[src/rtl/skid_fifo.sv]
// Skid FIFO: DEPTH-entry circular buffer with optional empty-buffer pass-through.
// Latency: 0 cycles when BYPASS=1 and the buffer is empty, otherwise 1+ cycles.
// Backpressure: registered_busy_o is a flop that asserts once the buffer is full.
module skid_fifo #(
  parameter int DW     = 8,
  parameter int DEPTH  = 4,
  parameter int BYPASS = 1
) (
  input  logic                       clk_i,
  input  logic                       reset_ni,
  input  logic                       combinational_busy_i,
  output logic [DW-1:0]              cycle_data_o,
  output logic                       cycle_vld_o,
  output logic                       registered_busy_o,
  input  logic [DW-1:0]              registered_data_i,
  input  logic                       registered_vld_i,
  output logic [$clog2(DEPTH+1)-1:0] occupancy_o
);

  localparam int AW  = $clog2(DEPTH);
  localparam int CW  = $clog2(DEPTH + 1);
  localparam bit BYP = (BYPASS != 0);

  logic [DW-1:0] mem_q [DEPTH];
  logic [AW-1:0] rd_ptr_q;
  logic [AW-1:0] wr_ptr_q;
  logic [CW-1:0] count_q;
  logic [CW-1:0] count_next;
  logic          busy_q;

  logic empty;
  logic in_acc;
  logic out_acc;
  logic bypass_take;
  logic push;
  logic pop;

  assign empty   = (count_q == '0);
  assign in_acc  = registered_vld_i & ~busy_q;
  assign out_acc = cycle_vld_o & ~combinational_busy_i;

  // A beat consumed straight through the bypass path never touches storage.
  assign bypass_take = BYP & empty & out_acc;
  assign push        = in_acc & ~bypass_take;
  assign pop         = out_acc & ~empty;

  // Head of line: storage when non-empty, else upstream (bypass) or nothing.
  always_comb begin
    cycle_vld_o  = 1'b0;
    cycle_data_o = mem_q[rd_ptr_q];
    if (!empty) begin
      cycle_vld_o = 1'b1;
    end else if (BYP) begin
      cycle_vld_o  = registered_vld_i;
      cycle_data_o = registered_data_i;
    end
  end

  // Next occupancy from the push/pop pair; simultaneous push and pop cancel.
  always_comb begin
    count_next = count_q;
    case ({push, pop})
      2'b10:   count_next = count_q + CW'(1);
      2'b01:   count_next = count_q - CW'(1);
      default: count_next = count_q;
    endcase
  end

  // Pointers, count and the upstream busy flop; all cleared asynchronously.
  always_ff @(posedge clk_i or negedge reset_ni) begin
    if (!reset_ni) begin
      rd_ptr_q <= '0;
      wr_ptr_q <= '0;
      count_q  <= '0;
      busy_q   <= 1'b0;
    end else begin
      if (push) begin
        wr_ptr_q <= (wr_ptr_q == AW'(DEPTH - 1)) ? '0 : wr_ptr_q + AW'(1);
      end
      if (pop) begin
        rd_ptr_q <= (rd_ptr_q == AW'(DEPTH - 1)) ? '0 : rd_ptr_q + AW'(1);
      end
      count_q <= count_next;
      busy_q  <= (count_next == CW'(DEPTH));
    end
  end

  // Payload storage; contents are don't-care after reset since count gates reads.
  always_ff @(posedge clk_i) begin
    if (push) begin
      mem_q[wr_ptr_q] <= registered_data_i;
    end
  end

  assign registered_busy_o = busy_q;
  assign occupancy_o       = count_q;

endmodule

[config.mk]
export PLATFORM = sky130hd
export DESIGN_NAME = skid_fifo
export DESIGN_NICKNAME = d
export VERILOG_FILES = /design/src/rtl/skid_fifo.sv
export SDC_FILE = /design/constraint.sdc
export NUM_CORES = 1
export LEC_CHECK = 0
export ABC_CLOCK_PERIOD_IN_PS = 5820
export BUFFER_PORTS_ARGS = -buffer_cell sky130_fd_sc_hd__clkbuf_2
export CORE_AREA = 2 2 58 60
export DETAILED_ROUTE_END_ITERATION = 10
export DIE_AREA = 0 0 60 62
export PLACE_DENSITY_LB_ADDON = 0.15
export SLEW_MARGIN = 0
export SYNTH_ARGS = -nofsm -noshare
export SYNTH_HDL_FRONTEND = slang
export SYNTH_SLANG_ARGS = --single-unit
[constraint.sdc]
create_clock -name clk_i -period 5.82 [get_ports clk_i]
set_input_delay 0.582 -clock clk_i [delete_from_list [all_inputs] [get_ports clk_i]]
set_output_delay 0.582 -clock clk_i [all_outputs]
set_load 0.02 [all_outputs]
* Yosys cells after proc, flatten, opt, wreduce, memory -nomap -nowiden
Memory sizes are Yosys's and may differ from the RTL's.
Cells that the tools add are included.
** Word-level totals
- Flip-flop bits (word level) :: 8
- Memories :: 1
- Memory bits (writable) :: 32
- Word-level logic and storage cells :: 31
- Input port bits :: 12
** Operators by class
- Bitwise logic cells :: 9
- Add/sub/neg operators :: 4
- Eq/ne operators :: 5
- Reduce and logical (&&, ||, !) cells :: 1
- Mux-type cells :: 7
** Memories
- mem_q :: depth 4, width 8, read ports 1, clocked after Yosys merged registers in 0, wr ports 1, line 24 : logic [DW-1:0] mem_q [DEPTH];
** Operators by type and width (count)
- 8-bit two-way mux :: 1
- 2-bit equality test (second input constant) :: 3
- 3-bit case mux with 2 select lines :: 1
- 1-bit AND :: 5
- 2-bit by 1-bit adder with 2-bit output (second input constant) :: 2
- 2-bit two-way mux :: 2
- 1-bit inverter :: 4
- 3-bit by 1-bit adder with 3-bit output (second input constant) :: 1
- 3-bit equality test (second input constant) :: 1
- 3-bit zero test :: 1
- 1-bit two-way mux :: 3
- 3-bit by 1-bit subtractor with 3-bit output (second input constant) :: 1
- 2-bit by 1-bit equality test with 1-bit output (second input constant) :: 1

* Longest topological paths before layout
Gate-level depths: netlist of the first run.
- Depth after elaboration :: 9
- Mapped depth :: 9

* Least setup slack after synthesis of the first run
OpenSTA, ideal clock, no wires.
- Path type :: input -> register
- From :: input port combinational_busy_i
- To :: register busy_q, in the netlist registered_busy_o
- Cell stages on the path :: 9
- Slack :: 3429 ps
- Setup time :: 94 ps
- Arrival :: 2297 ps
- Data required time :: 5726 ps
- Path through :: nor4_1 -> nor3b_2 -> inv_1 -> ha_1 -> inv_1 -> fa_1 -> xor2_1 -> or3_1 -> a211oi_1
** Between the ends
- Cells in the longest elaborated chain, start to end :: 8
- Elaborated cells on any way between the ends :: 10
** RTL lines
- from (decl) :: line 11 : input logic combinational_busy_i,
- 1-bit inverter * :: line 40 : assign out_acc = cycle_vld_o & ~combinational_busy_i;
- 1-bit AND * :: line 40
- 1-bit AND :: line 43 : assign bypass_take = BYP & empty & out_acc;
- 1-bit inverter :: line 44 : assign push = in_acc & ~bypass_take;
- 1-bit AND :: line 44
- 2-bit by 1-bit equality test with 1-bit output / 2-bit equality test (equally long branches) :: line 62 : case ({push, pop})
- 3-bit case mux with 2 select lines * :: line 62
- 3-bit equality test * :: line 84 : busy_q <= (count_next == CW'(DEPTH));
- to (signal assigned) :: line 84
- to (decl) :: line 29 : logic busy_q;
Mark *: on every way between the ends. The rest lies on a longest branch, timed or not.
A chain may end at the register's enable or synchronous reset.

* Worst setup path in the final report of the first run
- From :: register rd_ptr_q[0]
- To :: output port cycle_data_o[6]
** Between the ends
- Cells in the longest elaborated chain, start to end :: 2
** RTL lines
- from (decl) :: line 25 : logic [AW-1:0] rd_ptr_q;
- from (signal assigned) :: line 81 : rd_ptr_q <= (rd_ptr_q == AW'(DEPTH - 1)) ? '0 : rd_ptr_q + AW'(1);
- memory 4 x 8 bit
- 8-bit two-way mux :: line 51 : if (!empty) begin
- to (decl) :: line 12 : output logic [DW-1:0] cycle_data_o,
Every way passes these cells.

==> results.sh, run 1 <==
export IMPL_status="finished clean"
export IMPL_overflow=0
export IMPL_wl_per_cell_um=16.84
export IMPL_yosys_register_bits=40
export IMPL_holdWs_ps=61.96
export IMPL_period_share_pct=45.37
export IMPL_cap_violations=0
export IMPL_crit_type="register to primary output"
export IMPL_critPathRequiredTime_ps=5240
export IMPL_ys_seq_area_share_pct=66.29
export IMPL_ant_nets=0
export IMPL_arrival_ps=2060
export IMPL_antenna_cells=0
export IMPL_path_clk_slew_ps=120
export IMPL_slew_headroom_pct=56.45
export IMPL_htreeDepth=2
export IMPL_hpwl_mm=1.911
export IMPL_synth_ff_type="edfxtp_1"
export IMPL_start_util_pct=55.10
export IMPL_layout_drive_gt1_share_pct=43.09
export IMPL_grt_pass1_vias=893
export IMPL_cp_max_fo=11
export IMPL_yosysWarnings=0
export IMPL_tns_ps=0
export IMPL_grt_pass1_wl_mm=4.298
export IMPL_max_freq_mhz=378.7
export IMPL_drt_iter0_drc=30
export IMPL_max_vdd_ir_drop_mv=0.2600
export IMPL_viasPerCell=5.213
export IMPL_grt_setup_unrepaired="false"
export IMPL_yosysTopAreaCell="edfxtp_1"
export IMPL_reg2regPathDepth=9
export IMPL_nNetsFinal=141
export IMPL_die_w_um=60
export IMPL_cts_tree="done"
export IMPL_synth_area_top_cells="edfxtp_1 55%, dfrtp_1 11%, mux4_2 10%"
export IMPL_core_area_um2=3179
export IMPL_grt_usage_pct=17.60
export IMPL_synth_edf_count=32
export IMPL_ctsHoldBuffers=0
export IMPL_final_area_um2=1973
export IMPL_cp_end_kind="primary output"
export IMPL_reg2reg_to="registered_busy_o"
export IMPL_yosysTopAreaCellShare_pct=54.86
export IMPL_synth_area_um2=1752
export IMPL_antenna_found_initial=0
export IMPL_reg2reg_setup_slack_ps=3330
export IMPL_period_needed_ps=2640
export IMPL_r2r_start="occupancy_o[0]"
export IMPL_via_count=881
export IMPL_cts_sinks=40
export IMPL_place_area_um2=1914
export IMPL_cts_root_buf="clkbuf_4"
export IMPL_power_static_leakage_uw=0.0007567
export IMPL_avgSynthCellArea_um2=18.84
export IMPL_die_h_um=62
export IMPL_rows=21
export IMPL_clk_latency_ps=340
export IMPL_numCtsBuffers=5
export IMPL_wirelength_mm=2.846
export IMPL_cts_resized=0
export IMPL_postCtsSetupRepairBufs=0
export IMPL_drc=0
export IMPL_drv_slew=0
export IMPL_areaGrowthSynthToFinish_pct=12.64
export IMPL_dieArea_um2=3720
export IMPL_grt_start_max_net_pins=13
export IMPL_yosysUniqueCellTypes=24
export IMPL_worstMarginPinSlew_ps=651.2
export IMPL_finalClockSkew_ps=13.62
export IMPL_cts_buffer_depth=2
export IMPL_syn_inst=93
export IMPL_ioPinCount=25
export IMPL_power_density_nw_per_um2=516.4
export IMPL_hp_class="input pin to async pin"
export IMPL_dr_pass1_iters=4
export IMPL_synth_fp_nets=112
export IMPL_startpoint_type="register"
export IMPL_synthArstFlopShare_pct=20.00
export IMPL_io_buffers=24
export IMPL_finalPower_uw=1019
export IMPL_gp_congestion=0.6505
export IMPL_hold_violations=0
export IMPL_finalSetupViolCount=0
state kept, by name, summed over array words and instances (netlist names):
name / count
mem_q: 32
occupancy_o: 3
rd_ptr_q: 2
registered_busy_o: 1
wr_ptr_q: 2
worst max-delay path, stage by stage (launching register included):
cell and delay [ps]:
dfrtp_1 730, mux4_2 580, mux2_2 270, clkbuf_2 150
synthesized netlist by cell type (2+ instances only):
cell type   n
ha_1        6
inv_1       6
mux2_2     10
dfrtp_1     8
nor2_1      2
mux4_2      8
and2_1      4
edfxtp_1   32
mux2_4      2
per-layer routing:
layer	up-vias	share of wire (%)	global-route usage, %	wire length, µm
met5	-	0	0	0
met1	443	45	21.72	1286
met3	4	4.4	6.625	125
li1	412	-	-	-
met2	22	49	27.80	1393
met4	0	1.4	8.254	41
report_power, final:
part,internal [µW],switching [µW]
registers,384,67.9
logic,204,219
clock network,58.0,87.0
total,645,374
metrics by stage:
step | worst slack, ps | std cells | utilization [%]
after global routing | 3004 | 169 | 62.06
after detailed placement | 3134 | 161 | 60.21
after global placement | 3224 | 161 | 60.21
after CTS | 3101 | 169 | 62.06
after floorplan | 3429 | 93 | -
final | 3180 | 169 | 62.06
final cells by class:
type	count	area [µm²]
Fill cell	243	1206
Sequential cell	40	1161
Multi-Input combinational cell	45	553.0
Timing Repair Buffer	24	120.1
Tap cell	46	57.56
Clock buffer	7	55.05
Inverter	6	22.52
Clock inverter	1	3.754
cells by family (layout without fill, tap and decap cells):
kind of cell	Yosys count	after routing	synth area share, %
AO/OA/AOI/OAI	2	2	0.7142
adder cells (fa/ha/maj)	7	7	5.429
multiplexers	21	21	19.00
buffers and inverters	8	38	2.143
AND/OR/NAND/NOR	13	13	5.429
XOR/XNOR	2	2	1.000
flip-flops	40	40	66.29
cell usage in the layout (no fill, tap or decap), drive strengths merged:
| cell type | netlist | routed |
|---|---|---|
| o21ai | 1 | 1 |
| nand2 | 1 | 1 |
| nor4 | 1 | 1 |
| mux2i | 1 | 1 |
| xor2 | 1 | 1 |
| and2 | 4 | 4 |
| nor3b | 1 | 1 |
| edfxtp | 32 | 32 |
| nor3 | 1 | 1 |
| nand2b | 1 | 1 |
| nor2 | 3 | 3 |
| mux4 | 8 | 8 |
| clkinv | 0 | 1 |
| fa | 1 | 1 |
| xnor2 | 1 | 1 |
| mux2 | 12 | 12 |
| ha | 6 | 6 |
| inv | 6 | 6 |
| or3 | 1 | 1 |
| a211oi | 1 | 1 |
| clkbuf | 0 | 31 |
| dfrtp | 8 | 8 |
worst max path at each step:
stage                     cells after the start                 to                  from  slack, ps
final                                         3    cycle_data_o[6]           rd_ptr_q[0]       3180
after global routing                          3    cycle_data_o[6]           rd_ptr_q[0]       3000
after CTS                                     3    cycle_data_o[4]           rd_ptr_q[0]       3100
after detailed placement                     10  registered_busy_o  combinational_busy_i       3130
after global placement                       10  registered_busy_o  combinational_busy_i       3220
after floorplan                               9  registered_busy_o  combinational_busy_i       3430
Note: power is estimated with default switching activity, not from simulation.
==> inputs of run 2 (changes only) <==
--- a/config.mk
+++ b/config.mk
@@ -5,11 +5,12 @@
 export SDC_FILE = /design/constraint.sdc
 export NUM_CORES = 1
 export LEC_CHECK = 0
-export ABC_CLOCK_PERIOD_IN_PS = 5820
+export ABC_AREA = 1
+export ABC_CLOCK_PERIOD_IN_PS = 2400
 export BUFFER_PORTS_ARGS = -buffer_cell sky130_fd_sc_hd__clkbuf_2
-export CORE_AREA = 2 2 58 60
+export CORE_AREA = 2 2 66 68
 export DETAILED_ROUTE_END_ITERATION = 10
-export DIE_AREA = 0 0 60 62
+export DIE_AREA = 0 0 68 70
 export PLACE_DENSITY_LB_ADDON = 0.15
 export SLEW_MARGIN = 0
 export SYNTH_ARGS = -nofsm -noshare
==> constraint.sdc (replaced) <==
create_clock -name clk_i -period 2.4 [get_ports clk_i]
set_input_delay 0.24 -clock clk_i [delete_from_list [all_inputs] [get_ports clk_i]]
set_output_delay 0.24 -clock clk_i [all_outputs]
set_load 0.02 [all_outputs]
==> run 2 against run 1 <==
Net effect: first-iteration DRC count increased by 140%; non-clock buffer count increased by 4; worst hold slack improved by 130 ps; routed wire length increased by 27%; sequential share of layout area decreased by 6.5 points; worst setup slack got worse by 3000 ps; register-to-register slack got worse by 3100 ps; synthesized area increased by 12%; die area increased by 28%; flip-flop and latch count unchanged; critical path type is now register to register; highest routed layer unchanged.
==> results.sh, run 2 <==
export IMPL_ioPinCount=25
export IMPL_synth_area_top_cells="edfxtp_1 49%, nand2_1 16%, dfrtp_1 10%"
export IMPL_cp_end_kind="register"
export IMPL_startpoint_type="register"
export IMPL_drv_slew=0
export IMPL_wirelength_mm=3.619
export IMPL_drc=0
export IMPL_dieArea_um2=4760
export IMPL_areaGrowthSynthToFinish_pct=12.79
export IMPL_cpMaxStageDelayCell="fa_1"
export IMPL_cap_violations=0
export IMPL_period_needed_ps=2183
export IMPL_path_cells="inv_2 -> nand3_4 -> inv_4 -> nand2_4 -> nand2_4 -> ha_1 -> inv_1 -> fa_1 -> nand2_1 -> o21ai_0 -> nand3_1 -> a21oi_1"
export IMPL_via_count=1355
export IMPL_power_static_leakage_uw=0.001091
export IMPL_dr_pass1_iters=4
export IMPL_slew_headroom_pct=39.42
export IMPL_max_stage_delay_ps=470
export IMPL_hp_class="input pin to register"
export IMPL_finalSetupViolCount=0
export IMPL_cts_root_buf="clkbuf_8"
export IMPL_postCtsSetupRepairBufs=0
export IMPL_avgSynthCellArea_um2=9.017
export IMPL_rows=24
export IMPL_place_area_um2=2130
export IMPL_cts_buffer_depth=2
export IMPL_fin_ws_ps=216.9
export IMPL_min_path_cells=1
export IMPL_power_density_nw_per_um2=1249
export IMPL_arrival_ps=2390
export IMPL_period_share_pct=90.96
export IMPL_yosysUniqueCellTypes=17
export IMPL_crit_type="register to register"
export IMPL_grt_usage_pct=17.11
export IMPL_ys_seq_area_share_pct=59.07
export IMPL_grt_setup_unrepaired="false"
export IMPL_max_vdd_ir_drop_mv=0.5692
export IMPL_status="finished clean"
export IMPL_viasPerCell=4.517
export IMPL_holdWs_ps=194.6
export IMPL_cp_max_fo=10
export IMPL_yosys_register_bits=40
export IMPL_cpMostUsedCell="nand2_4"
export IMPL_max_freq_mhz=458.1
export IMPL_antenna_cells=0
export IMPL_yosys_cell_count_top_type="nand2_1"
export IMPL_cpLargestDelayFamily="adder cells"
export IMPL_start_util_pct=47.43
export IMPL_hpwl_mm=2.479
export IMPL_yosysTopAreaCellShare_pct=48.89
export IMPL_numCtsBuffers=5
export IMPL_synth_edf_count=32
export IMPL_grt_pass1_wl_mm=5.885
export IMPL_finalClockSkew_ps=1.720
export IMPL_largest_reg_flops=32
export IMPL_ant_nets=0
export IMPL_reg2regPathDepth=12
export IMPL_pre_cts_ws_ps=208.5
export IMPL_synthArstFlopShare_pct=20.00
export IMPL_layout_common_cells="82 x nand2_1, 39 x nor2_1, 32 x edfxtp_1"
export IMPL_tns_ps=0
export IMPL_syn_inst=218
export IMPL_die_w_um=68
export IMPL_die_h_um=70
export IMPL_regMostFlops="mem_q"
export IMPL_gp_congestion=0.8020
export IMPL_cts_tree="done"
export IMPL_fin_util_pct=53.50
export IMPL_htreeDepth=2
export IMPL_synthTopCellsByCount="82 x nand2_1, 39 x nor2_1, 32 x edfxtp_1"
export IMPL_grt_start_max_net_pins=36
export IMPL_layout_drive_gt1_share_pct=16.53
export IMPL_grt_pass1_vias=1222
export IMPL_yosysWarnings=0
export IMPL_io_buffers=24
export IMPL_synth_fp_nets=237
export IMPL_synth_ff_type="edfxtp_1"
export IMPL_critPathRequiredTime_ps=2610
export IMPL_crit_buf_inv=3
export IMPL_worstMarginPinSlew_ps=905.3
export IMPL_yosysTopAreaCell="edfxtp_1"
export IMPL_cts_sinks=40
export IMPL_drt_iter0_drc=73
export IMPL_overflow=0
export IMPL_core_area_um2=4144
export IMPL_path_depth=12
export IMPL_antenna_found_initial=0
export IMPL_final_area_um2=2217
export IMPL_layout_commonest_cell="nand2_1"
export IMPL_nNetsFinal=267
export IMPL_synth_area_um2=1966
export IMPL_wl_per_cell_um=12.06
export IMPL_path_clk_slew_ps=70
export IMPL_clk_latency_ps=280
export IMPL_hold_violations=0
run 2: report_power, final:
part / switching, µW / leakage (µW) / internal (µW)
Sequential: 93.7 / 0.000391 / 924
Clock: 214 / 0.0000410 / 197
Combinational: 918 / 0.000659 / 422
Total: 1230 / 0.00109 / 1540
run 2: area by class of cell:
cell class / instances / area (µm²)
fill: 401 / 1927
tap: 52 / 65.06
clock buffer: 6 / 72.57
timing repair buffer: 28 / 152.6
multi-input combinational: 139 / 630.6
inverter: 34 / 130.1
clock inverter: 1 / 5.005
sequential: 40 / 1161
run 2: kinds of logic (layout without fill, tap and decap cells):
family	Yosys count	in the layout	synth area share, %
adder cells (fa/ha/maj)	7	7	4.838
flip-flops	40	40	59.07
buffers and inverters	39	69	8.848
AO/OA/AOI/OAI	3	3	0.7636
AND/OR/NAND/NOR	129	129	26.48
run 2: per-stage QoR:
stage	instances	total power [µW]
2_1_floorplan	218	2029
3_3_place_gp	292	2376
3_5_place_dp	292	2390
4_1_cts	300	2805
5_1_grt	300	3028
6_report	300	2769
run 2: final timing paths:
path	from	to	slack, ps
max	occupancy_o[0]	registered_busy_o	220
min	registered_data_i[0]	mem_q[2][0]	190
max reg2reg	occupancy_o[0]	registered_busy_o	220
min reg2reg	wr_ptr_q[1]	wr_ptr_q[1]	540
max in group asynchronous	reset_ni	occupancy_o[1]	1890
min in group asynchronous	reset_ni	occupancy_o[0]	330
run 2: repair_timing:
item                                    4_1_cts  5_1_grt
endpoints found under the setup margin        0        0
resized for setup                             0        0
hold endpoints to repair                      8        0
hold buffers                                  1        0
run 2: layer usage:
layer	wire (µm)	GRT usage (%)	vias to the layer above	part of all wire [%]
met5	0	0	-	0
met2	1681	24.27	22	46
met3	131	5.314	7	3.6
met1	1758	25.08	600	49
li1	-	-	726	-
met4	47	5.333	0	1.3
run 2: worst register-to-register path, delay by kind of cell (launching register included):
kind / cells / cell delay (ps)
and+or+nand+nor: 5 / 480
DFF: 1 / 400
buffers and inverters: 3 / 340
adders and majority gates: 2 / 640
AOI/OAI and AO/OA: 2 / 250
